`config.mk`:
```
export PLATFORM = sky130hd
export DESIGN_NAME = shift_sequencer_flat
export DESIGN_NICKNAME = d
export VERILOG_FILES = /design/src/rtl/shift_sequencer_if.sv /design/src/rtl/shift_sequencer.sv /design/src/flat_wrapper.sv
export SDC_FILE = /design/constraint.sdc
export NUM_CORES = 1
export LEC_CHECK = 0
export CAP_MARGIN = 0
export CORE_UTILIZATION = 49
export DETAILED_ROUTE_END_ITERATION = 7
export HOLD_SLACK_MARGIN = 0.1
export PLACE_DENSITY = 0.93
export SLEW_MARGIN = 20
export SYNTH_ARGS = -nofsm -noshare
export SYNTH_HDL_FRONTEND = slang
export SYNTH_SLANG_ARGS = --single-unit
```
`constraint.sdc`:
```
create_clock -name clk -period 4.92 [get_ports clk]
set_input_delay 0.738 -clock clk [delete_from_list [all_inputs] [get_ports clk]]
set_output_delay 0.738 -clock clk [all_outputs]
set_load 0.02 [all_outputs]
```
`src/rtl/shift_sequencer_if.sv`:
```
// Signal bundle between the pipeline/bench, the shift sequencer and the
// single-bit LHS shift unit. The slave modport is the sequencer's view.
interface shift_sequencer_if #(
  parameter int COUNT_W = 4
);
  // request / response
  logic               start;
  logic [2:0]         op;
  logic [COUNT_W-1:0] count;
  logic [7:0]         data_in;
  logic               carry_in;
  logic               busy;
  logic               done;
  logic [7:0]         result;
  logic               carry_result;
  // pipeline-side shift unit controls
  logic               pipe_sel_a;
  logic               pipe_sel_b;
  logic               pipe_carry;
  logic [7:0]         pipe_lhs;
  // shift unit drive and registered return
  logic               sh_sel_a;
  logic               sh_sel_b;
  logic               sh_carry_in;
  logic [7:0]         sh_lhs_in;
  logic               sh_carry_out;
  logic [7:0]         sh_lhs_out;

  modport slave (
    input  start, op, count, data_in, carry_in,
    input  pipe_sel_a, pipe_sel_b, pipe_carry, pipe_lhs,
    input  sh_carry_out, sh_lhs_out,
    output busy, done, result, carry_result,
    output sh_sel_a, sh_sel_b, sh_carry_in, sh_lhs_in
  );

  modport master (
    output start, op, count, data_in, carry_in,
    output pipe_sel_a, pipe_sel_b, pipe_carry, pipe_lhs,
    output sh_carry_out, sh_lhs_out,
    input  busy, done, result, carry_result,
    input  sh_sel_a, sh_sel_b, sh_carry_in, sh_lhs_in
  );
endinterface

```
`src/rtl/shift_sequencer.sv`:
```
// Multi-bit shift/rotate sequencer in front of a single-bit LHS shift unit.
// Issues one single-bit step per clock, feeding the unit's registered output
// back in, and shares the unit with the pipeline while idle.
module shift_sequencer #(
  parameter int COUNT_W   = 4,
  parameter int MAX_STEPS = 8
) (
  input logic             clk,
  input logic             rst_n,
  shift_sequencer_if.slave bus
);

  localparam logic [2:0] OP_SHL = 3'd0, OP_SHR = 3'd1, OP_ROL = 3'd2, OP_ROR = 3'd3,
                         OP_RCL = 3'd4, OP_RCR = 3'd5, OP_ASR = 3'd6, OP_CLR = 3'd7;

  typedef enum logic [1:0] {IDLE, RUN, CAPTURE} state_t;

  typedef struct packed {
    logic [2:0]         op;
    logic [7:0]         data;
    logic               carry;
    logic [COUNT_W-1:0] steps;
    logic               pass;   // count was 0: one pass step, carry flag preserved
  } req_t;

  state_t             state, state_nx;
  req_t               req;
  logic [COUNT_W-1:0] step;
  logic [COUNT_W-1:0] steps_in;
  logic [7:0]         result_q;
  logic               carry_q;
  logic               done_q;

  logic               sel_a, sel_b, cin;
  logic [7:0]         lhs, cur_v;
  logic               cur_c;

  // Step count for an incoming request: count 0 and CLR both take one step.
  always_comb begin
    steps_in = bus.count;
    if (bus.count == '0 || bus.op == OP_CLR)
      steps_in = COUNT_W'(1);
    else if (bus.count > COUNT_W'(MAX_STEPS))
      steps_in = COUNT_W'(MAX_STEPS);
  end

  // Next state and shift-unit drive; passthrough to the pipeline while idle.
  always_comb begin
    state_nx = state;
    sel_a    = bus.pipe_sel_a;
    sel_b    = bus.pipe_sel_b;
    cin      = bus.pipe_carry;
    lhs      = bus.pipe_lhs;
    cur_v    = (step == COUNT_W'(1)) ? req.data  : bus.sh_lhs_out;
    cur_c    = (step == COUNT_W'(1)) ? req.carry : bus.sh_carry_out;
    case (state)
      IDLE: if (bus.start) state_nx = RUN;
      RUN: begin
        lhs   = cur_v;
        cin   = 1'b0;
        sel_a = 1'b0;
        sel_b = 1'b0;
        if (!req.pass) begin
          case (req.op)
            OP_SHL: sel_a = 1'b1;
            OP_SHR: sel_b = 1'b1;
            OP_ROL: begin sel_a = 1'b1; cin = cur_v[7]; end
            OP_ROR: begin sel_b = 1'b1; cin = cur_v[0]; end
            OP_RCL: begin sel_a = 1'b1; cin = cur_c;    end
            OP_RCR: begin sel_b = 1'b1; cin = cur_c;    end
            OP_ASR: begin sel_b = 1'b1; cin = cur_v[7]; end
            default: begin sel_a = 1'b1; sel_b = 1'b1; end
          endcase
        end
        if (step == req.steps) state_nx = CAPTURE;
      end
      CAPTURE: begin
        // unit still owned; a harmless pass keeps it quiet
        lhs      = bus.sh_lhs_out;
        cin      = 1'b0;
        sel_a    = 1'b0;
        sel_b    = 1'b0;
        state_nx = IDLE;
      end
      default: state_nx = IDLE;
    endcase
  end

  // State register.
  always_ff @(posedge clk or negedge rst_n) begin
    if (!rst_n) state <= IDLE;
    else        state <= state_nx;
  end

  // Request latch, step counter and result capture.
  always_ff @(posedge clk or negedge rst_n) begin
    if (!rst_n) begin
      req          <= '0;
      step         <= '0;
      result_q     <= '0;
      carry_q      <= 1'b0;
      done_q       <= 1'b0;
    end else begin
      done_q <= 1'b0;
      case (state)
        IDLE: if (bus.start) begin
          req.op    <= bus.op;
          req.data  <= bus.data_in;
          req.carry <= bus.carry_in;
          req.steps <= steps_in;
          req.pass  <= (bus.count == '0);
          step      <= COUNT_W'(1);
        end
        RUN: if (step != req.steps) step <= step + COUNT_W'(1);
        CAPTURE: begin
          result_q <= bus.sh_lhs_out;
          carry_q  <= req.pass ? req.carry : bus.sh_carry_out;
          done_q   <= 1'b1;
        end
        default: ;
      endcase
    end
  end

  assign bus.busy         = (state != IDLE);
  assign bus.done         = done_q;
  assign bus.result       = result_q;
  assign bus.carry_result = carry_q;
  assign bus.sh_sel_a     = sel_a;
  assign bus.sh_sel_b     = sel_b;
  assign bus.sh_carry_in  = cin;
  assign bus.sh_lhs_in    = lhs;

endmodule

```
`src/flat_wrapper.sv`:
```
// flat-port wrapper written by rule: the top's interface ports become plain ports
module shift_sequencer_flat 
#(
  parameter int COUNT_W   = 4,
  parameter int MAX_STEPS = 8
)
  (clk, rst_n, bus_start, bus_op, bus_count, bus_data_in, bus_carry_in, bus_pipe_sel_a, bus_pipe_sel_b, bus_pipe_carry, bus_pipe_lhs, bus_sh_carry_out, bus_sh_lhs_out, bus_busy, bus_done, bus_result, bus_carry_result, bus_sh_sel_a, bus_sh_sel_b, bus_sh_carry_in, bus_sh_lhs_in);
  shift_sequencer_if #(.COUNT_W(COUNT_W)) bus_i ();
  input logic clk;
  input logic rst_n;
  input wire logic [$bits(bus_i.start)-1:0] bus_start;
  input wire logic [$bits(bus_i.op)-1:0] bus_op;
  input wire logic [$bits(bus_i.count)-1:0] bus_count;
  input wire logic [$bits(bus_i.data_in)-1:0] bus_data_in;
  input wire logic [$bits(bus_i.carry_in)-1:0] bus_carry_in;
  input wire logic [$bits(bus_i.pipe_sel_a)-1:0] bus_pipe_sel_a;
  input wire logic [$bits(bus_i.pipe_sel_b)-1:0] bus_pipe_sel_b;
  input wire logic [$bits(bus_i.pipe_carry)-1:0] bus_pipe_carry;
  input wire logic [$bits(bus_i.pipe_lhs)-1:0] bus_pipe_lhs;
  input wire logic [$bits(bus_i.sh_carry_out)-1:0] bus_sh_carry_out;
  input wire logic [$bits(bus_i.sh_lhs_out)-1:0] bus_sh_lhs_out;
  output wire logic [$bits(bus_i.busy)-1:0] bus_busy;
  output wire logic [$bits(bus_i.done)-1:0] bus_done;
  output wire logic [$bits(bus_i.result)-1:0] bus_result;
  output wire logic [$bits(bus_i.carry_result)-1:0] bus_carry_result;
  output wire logic [$bits(bus_i.sh_sel_a)-1:0] bus_sh_sel_a;
  output wire logic [$bits(bus_i.sh_sel_b)-1:0] bus_sh_sel_b;
  output wire logic [$bits(bus_i.sh_carry_in)-1:0] bus_sh_carry_in;
  output wire logic [$bits(bus_i.sh_lhs_in)-1:0] bus_sh_lhs_in;
  assign bus_i.start = bus_start;
  assign bus_i.op = bus_op;
  assign bus_i.count = bus_count;
  assign bus_i.data_in = bus_data_in;
  assign bus_i.carry_in = bus_carry_in;
  assign bus_i.pipe_sel_a = bus_pipe_sel_a;
  assign bus_i.pipe_sel_b = bus_pipe_sel_b;
  assign bus_i.pipe_carry = bus_pipe_carry;
  assign bus_i.pipe_lhs = bus_pipe_lhs;
  assign bus_i.sh_carry_out = bus_sh_carry_out;
  assign bus_i.sh_lhs_out = bus_sh_lhs_out;
  assign bus_busy = bus_i.busy;
  assign bus_done = bus_i.done;
  assign bus_result = bus_i.result;
  assign bus_carry_result = bus_i.carry_result;
  assign bus_sh_sel_a = bus_i.sh_sel_a;
  assign bus_sh_sel_b = bus_i.sh_sel_b;
  assign bus_sh_carry_in = bus_i.sh_carry_in;
  assign bus_sh_lhs_in = bus_i.sh_lhs_in;
  shift_sequencer #(.COUNT_W(COUNT_W), .MAX_STEPS(MAX_STEPS)) u_core (.clk(clk), .rst_n(rst_n), .bus(bus_i));
endmodule
```
==> results.md <==
- Die width: 63.1 um
- Hold Path Stages: 1
- Most common library cell in the layout ignoring fill and taps: clkdlybuf4s50_1
- Footprint of the multi-input gates: 931 sq um
- Commonest cells after routing, fill and taps aside: clkdlybuf4s50_1, dfrtp_1, mux2_2
- Number of buffer and inverter instances along the worst setup path: 1
- Crit path max-delay family: simple AND/OR/NAND/NOR gates
- Post-layout nets: 274
- Synth top area cells: dfrtp_1, mux2_2, a21oi_1
- Number of rows created at floorplan: 21
- Number of DRC violations after detailed routing: 0
- Core region area: 3440 sq um
- Clock Pin Slew Worst Setup and Hold Paths: 60 ps
- Proportion of total power due to net switching: 41.2%
- Antenna violation net count after detailed routing: 0
- Number of buffers added on ports: 60
- Effective utilization at floorplan: 53.1%
- Total gr overflow: 0
- Type of the most critical hold path: flip-flop to flip-flop
- Post-synthesis instance total: 170
- Wire length per cell after detailed routing: 14.8 um
- Clock buffer count from CTS: 5
- Crit path capture type: primary output
- Post-synth top area cell: dfrtp_1
- Number of antenna violations at the first check in global routing: 0
- Final standard cell utilization of the core: 73.8%
- Post-synthesis to final-layout area growth: 38.9%
- Share of the yosys chip area belonging to registers: 45.2%
- Total area of sequential cells: 826 sq um
- Routability congestion estimate from global placement: 0.851
- Synthesized net count: 214
- Synth Flop Type: dfrtp_1
- Sum of negative setup slack: 0 ps
- Mean instance size in the synthesized netlist: 10.8 sq um
- Post-synth EDFFs: 0
- Area fraction of the dominant cell type after synthesis: 45.2%
- Top-level port count: 61
- Critical Path Source Type: flip-flop
- Final-report hold violation count: 0
- Slowest library cell on the worst path: nor3b_2
- Transition time of the tightest slew-check pin: 842 ps
- Mapped Area: 1830 sq um
- TritonCTS clock tree: built
- Endpoints failing setup: 0
- Delay of the slowest critical-path stage: 690 ps
- Post-CTS Resized: 0
- Max Buffers Root-to-Sink: 2
- Root buffer selected by CTS: clkbuf_8
- Number of cells on the worst reg-to-reg path: 6
- Die Height: 63.1 um
- Final worst-path cycle share: 76.2%
- CP Class: flip-flop to primary output
- Switching Power: 0.000713 W
- Required time of the critical path: 4180 ps
- Total track usage: 23.0%
- Antenna fix cells: 0
- Internal: 0.00102 W
- Synthesis-stage register bit count: 33
- Global-route wire length before repair: 6960 um
- Outcome: finished, final reports clean
- Vias in the first global route: 1462
- DRC violation total after the first TritonRoute iteration: 80
- Launch point of the critical path: u_core.step[0]$_DFFE_PN0P_
- Data arrival at the endpoint of the critical path: 3010 ps
- Power density over the cells: 682 nW/um^2
- Part of the power in combinational logic: 60.1%
- Overall via count from detail_route: 1506
- Seq pwr share: 28.6%
- Worst VDD drop: 0.388 mV
- Clk pwr share: 11.3%
- Setup Buffers After CTS: 0
- HPWL after DPL: 2860 um
- Source of the worst register-to-register timing path: u_core.state[0]$_DFFE_PN0P_
- Sink Count: 33
- Largest net degree at the start of global routing: 34
- DIE AREA: 3980 sq um
- Leak Pwr: 1.07 nW
- Post-synthesis cell type count: 32
- Fill cell count: 236
- Number of hold-repair buffers added at the cts stage: 0
- Worst hold start: u_core.bus.result[4]$_DFFE_PN0P_
- Synthesis warning total: 0
- Slew headroom: 43.6%
- Total detailed-routing wirelength: 4110 um
- Cell chain of the critical path: ha_1, nor3b_2, mux2i_1, o311a_1, o32ai_2, clkdlybuf4s50_1
- Setup repair after global routing missed its margin: no
- Vias per cell: 5.44
- Setup Skew: 3.03 ps
- Fraction of final layout cells with drive strength greater than 1: 17.7%
- Max-slew violation count: 0
- Worst skew pair latency: 280 ps
- Async S/R FF share, synth: 100%
- Clock period minus worst slack: 3750 ps
- Max_cap viols: 0
- H-tree levels: 2
- Maximum clock frequency: 267 MHz
- Instance count on the critical path: 6
- Largest fanout on the critical path: 11
- Number of search-and-repair iterations in the first detailed-routing pass: 4
metal layers:
layer | GRT usage [%] | vias to the layer above | wire length, um | part of all wire (%)
li1 | - | 730 | - | -
met1 | 27.9 | 719 | 1770 | 43
met2 | 36.4 | 50 | 2010 | 49
met3 | 9.06 | 7 | 277 | 6.7
met4 | 9.30 | 0 | 51 | 1.2
met5 | 0 | - | 0 | 0
cell families (layout without fill, tap and decap cells):
family                   Yosys count  after routing  synth area share (%)
AO/OA/AOI/OAI                     41             41                  15.1
AND/OR/NAND/NOR                   36             36                  10.3
multiplexers                      33             33                  20.1
flip-flops                        33             33                  45.2
buffers and inverters             18             79                  3.90
adder cells (fa/ha/maj)            5              5                  3.42
XOR/XNOR                           4              4                  1.92
metrics by stage:
stage | hold slack, ps | power, W | std cells | area, sq um | worst slack, ps
4_1_cts | 509 | 0.00174 | 277 | 2540 | 1180
3_3_place_gp | 486 | 0.00151 | 269 | 2460 | 1580
5_1_grt | 526 | 0.00185 | 277 | 2540 | 983
2_1_floorplan | 442 | 0.00117 | 170 | 1830 | 2430
3_5_place_dp | 487 | 0.00153 | 269 | 2460 | 1490
6_report | 503 | 0.00173 | 277 | 2540 | 1170
layout make-up:
cell class | count | share of cell area [%]
Timing Repair Buffer | 61 | 23.9
Clock buffer | 8 | 3.15
Multi-Input combinational cell | 119 | 36.7
Tap cell | 46 | 2.27
Sequential cell | 33 | 32.5
Inverter | 10 | 1.48
path summary, 6_finish.rpt:
kind	endpoint	slack [ps]
hold / removal	u_core.bus.result[4]$_DFFE_PN0P_	500
setup reg to reg	u_core.req[2]$_DFFE_PN0P_	2850
setup / recovery	bus_sh_carry_in	1170
max in group asynchronous	u_core.req[0]$_DFFE_PN0P_	3770
min in group asynchronous	u_core.req[3]$_DFFE_PN0P_	840
hold reg to reg	u_core.bus.result[4]$_DFFE_PN0P_	500
registers in the layout, indices dropped and copies added, names as in the netlist:
signal,count
u_core.state,2
u_core.bus.done,1
u_core.bus.result,8
u_core.step,4
u_core.req,17
u_core.bus.carry_result,1
worst register-to-register path, delay by kind of cell (launching register included):
family / cells / cell delay (ps)
fa+ha+maj: 1 / 250
compound gates: 2 / 590
buf+inv: 1 / 90
flops: 1 / 400
simple gates: 2 / 680
cell usage after synthesis (all sizes together), types with 3 or more instances:
master / number
dfrtp: 33
mux2: 30
a21oi: 15
nor2: 15
inv: 10
a22oi: 7
clkbuf: 7
a22o: 6
nand2: 6
ha: 5
nand3: 4
o21ai: 4
xnor2: 4
mux2i: 3
nand4: 3
power groups by stage:
stage          clock network, W  logic [W]  registers, W
2_1_floorplan                 0   0.000647      0.000522
3_3_place_gp                  0    0.00102      0.000491
3_5_place_dp                  0    0.00103      0.000495
4_1_cts                0.000198    0.00105      0.000493
5_1_grt                0.000212    0.00113      0.000512
6_report               0.000195    0.00104      0.000495
No activity file was read; power rests on OpenSTA's default activity.
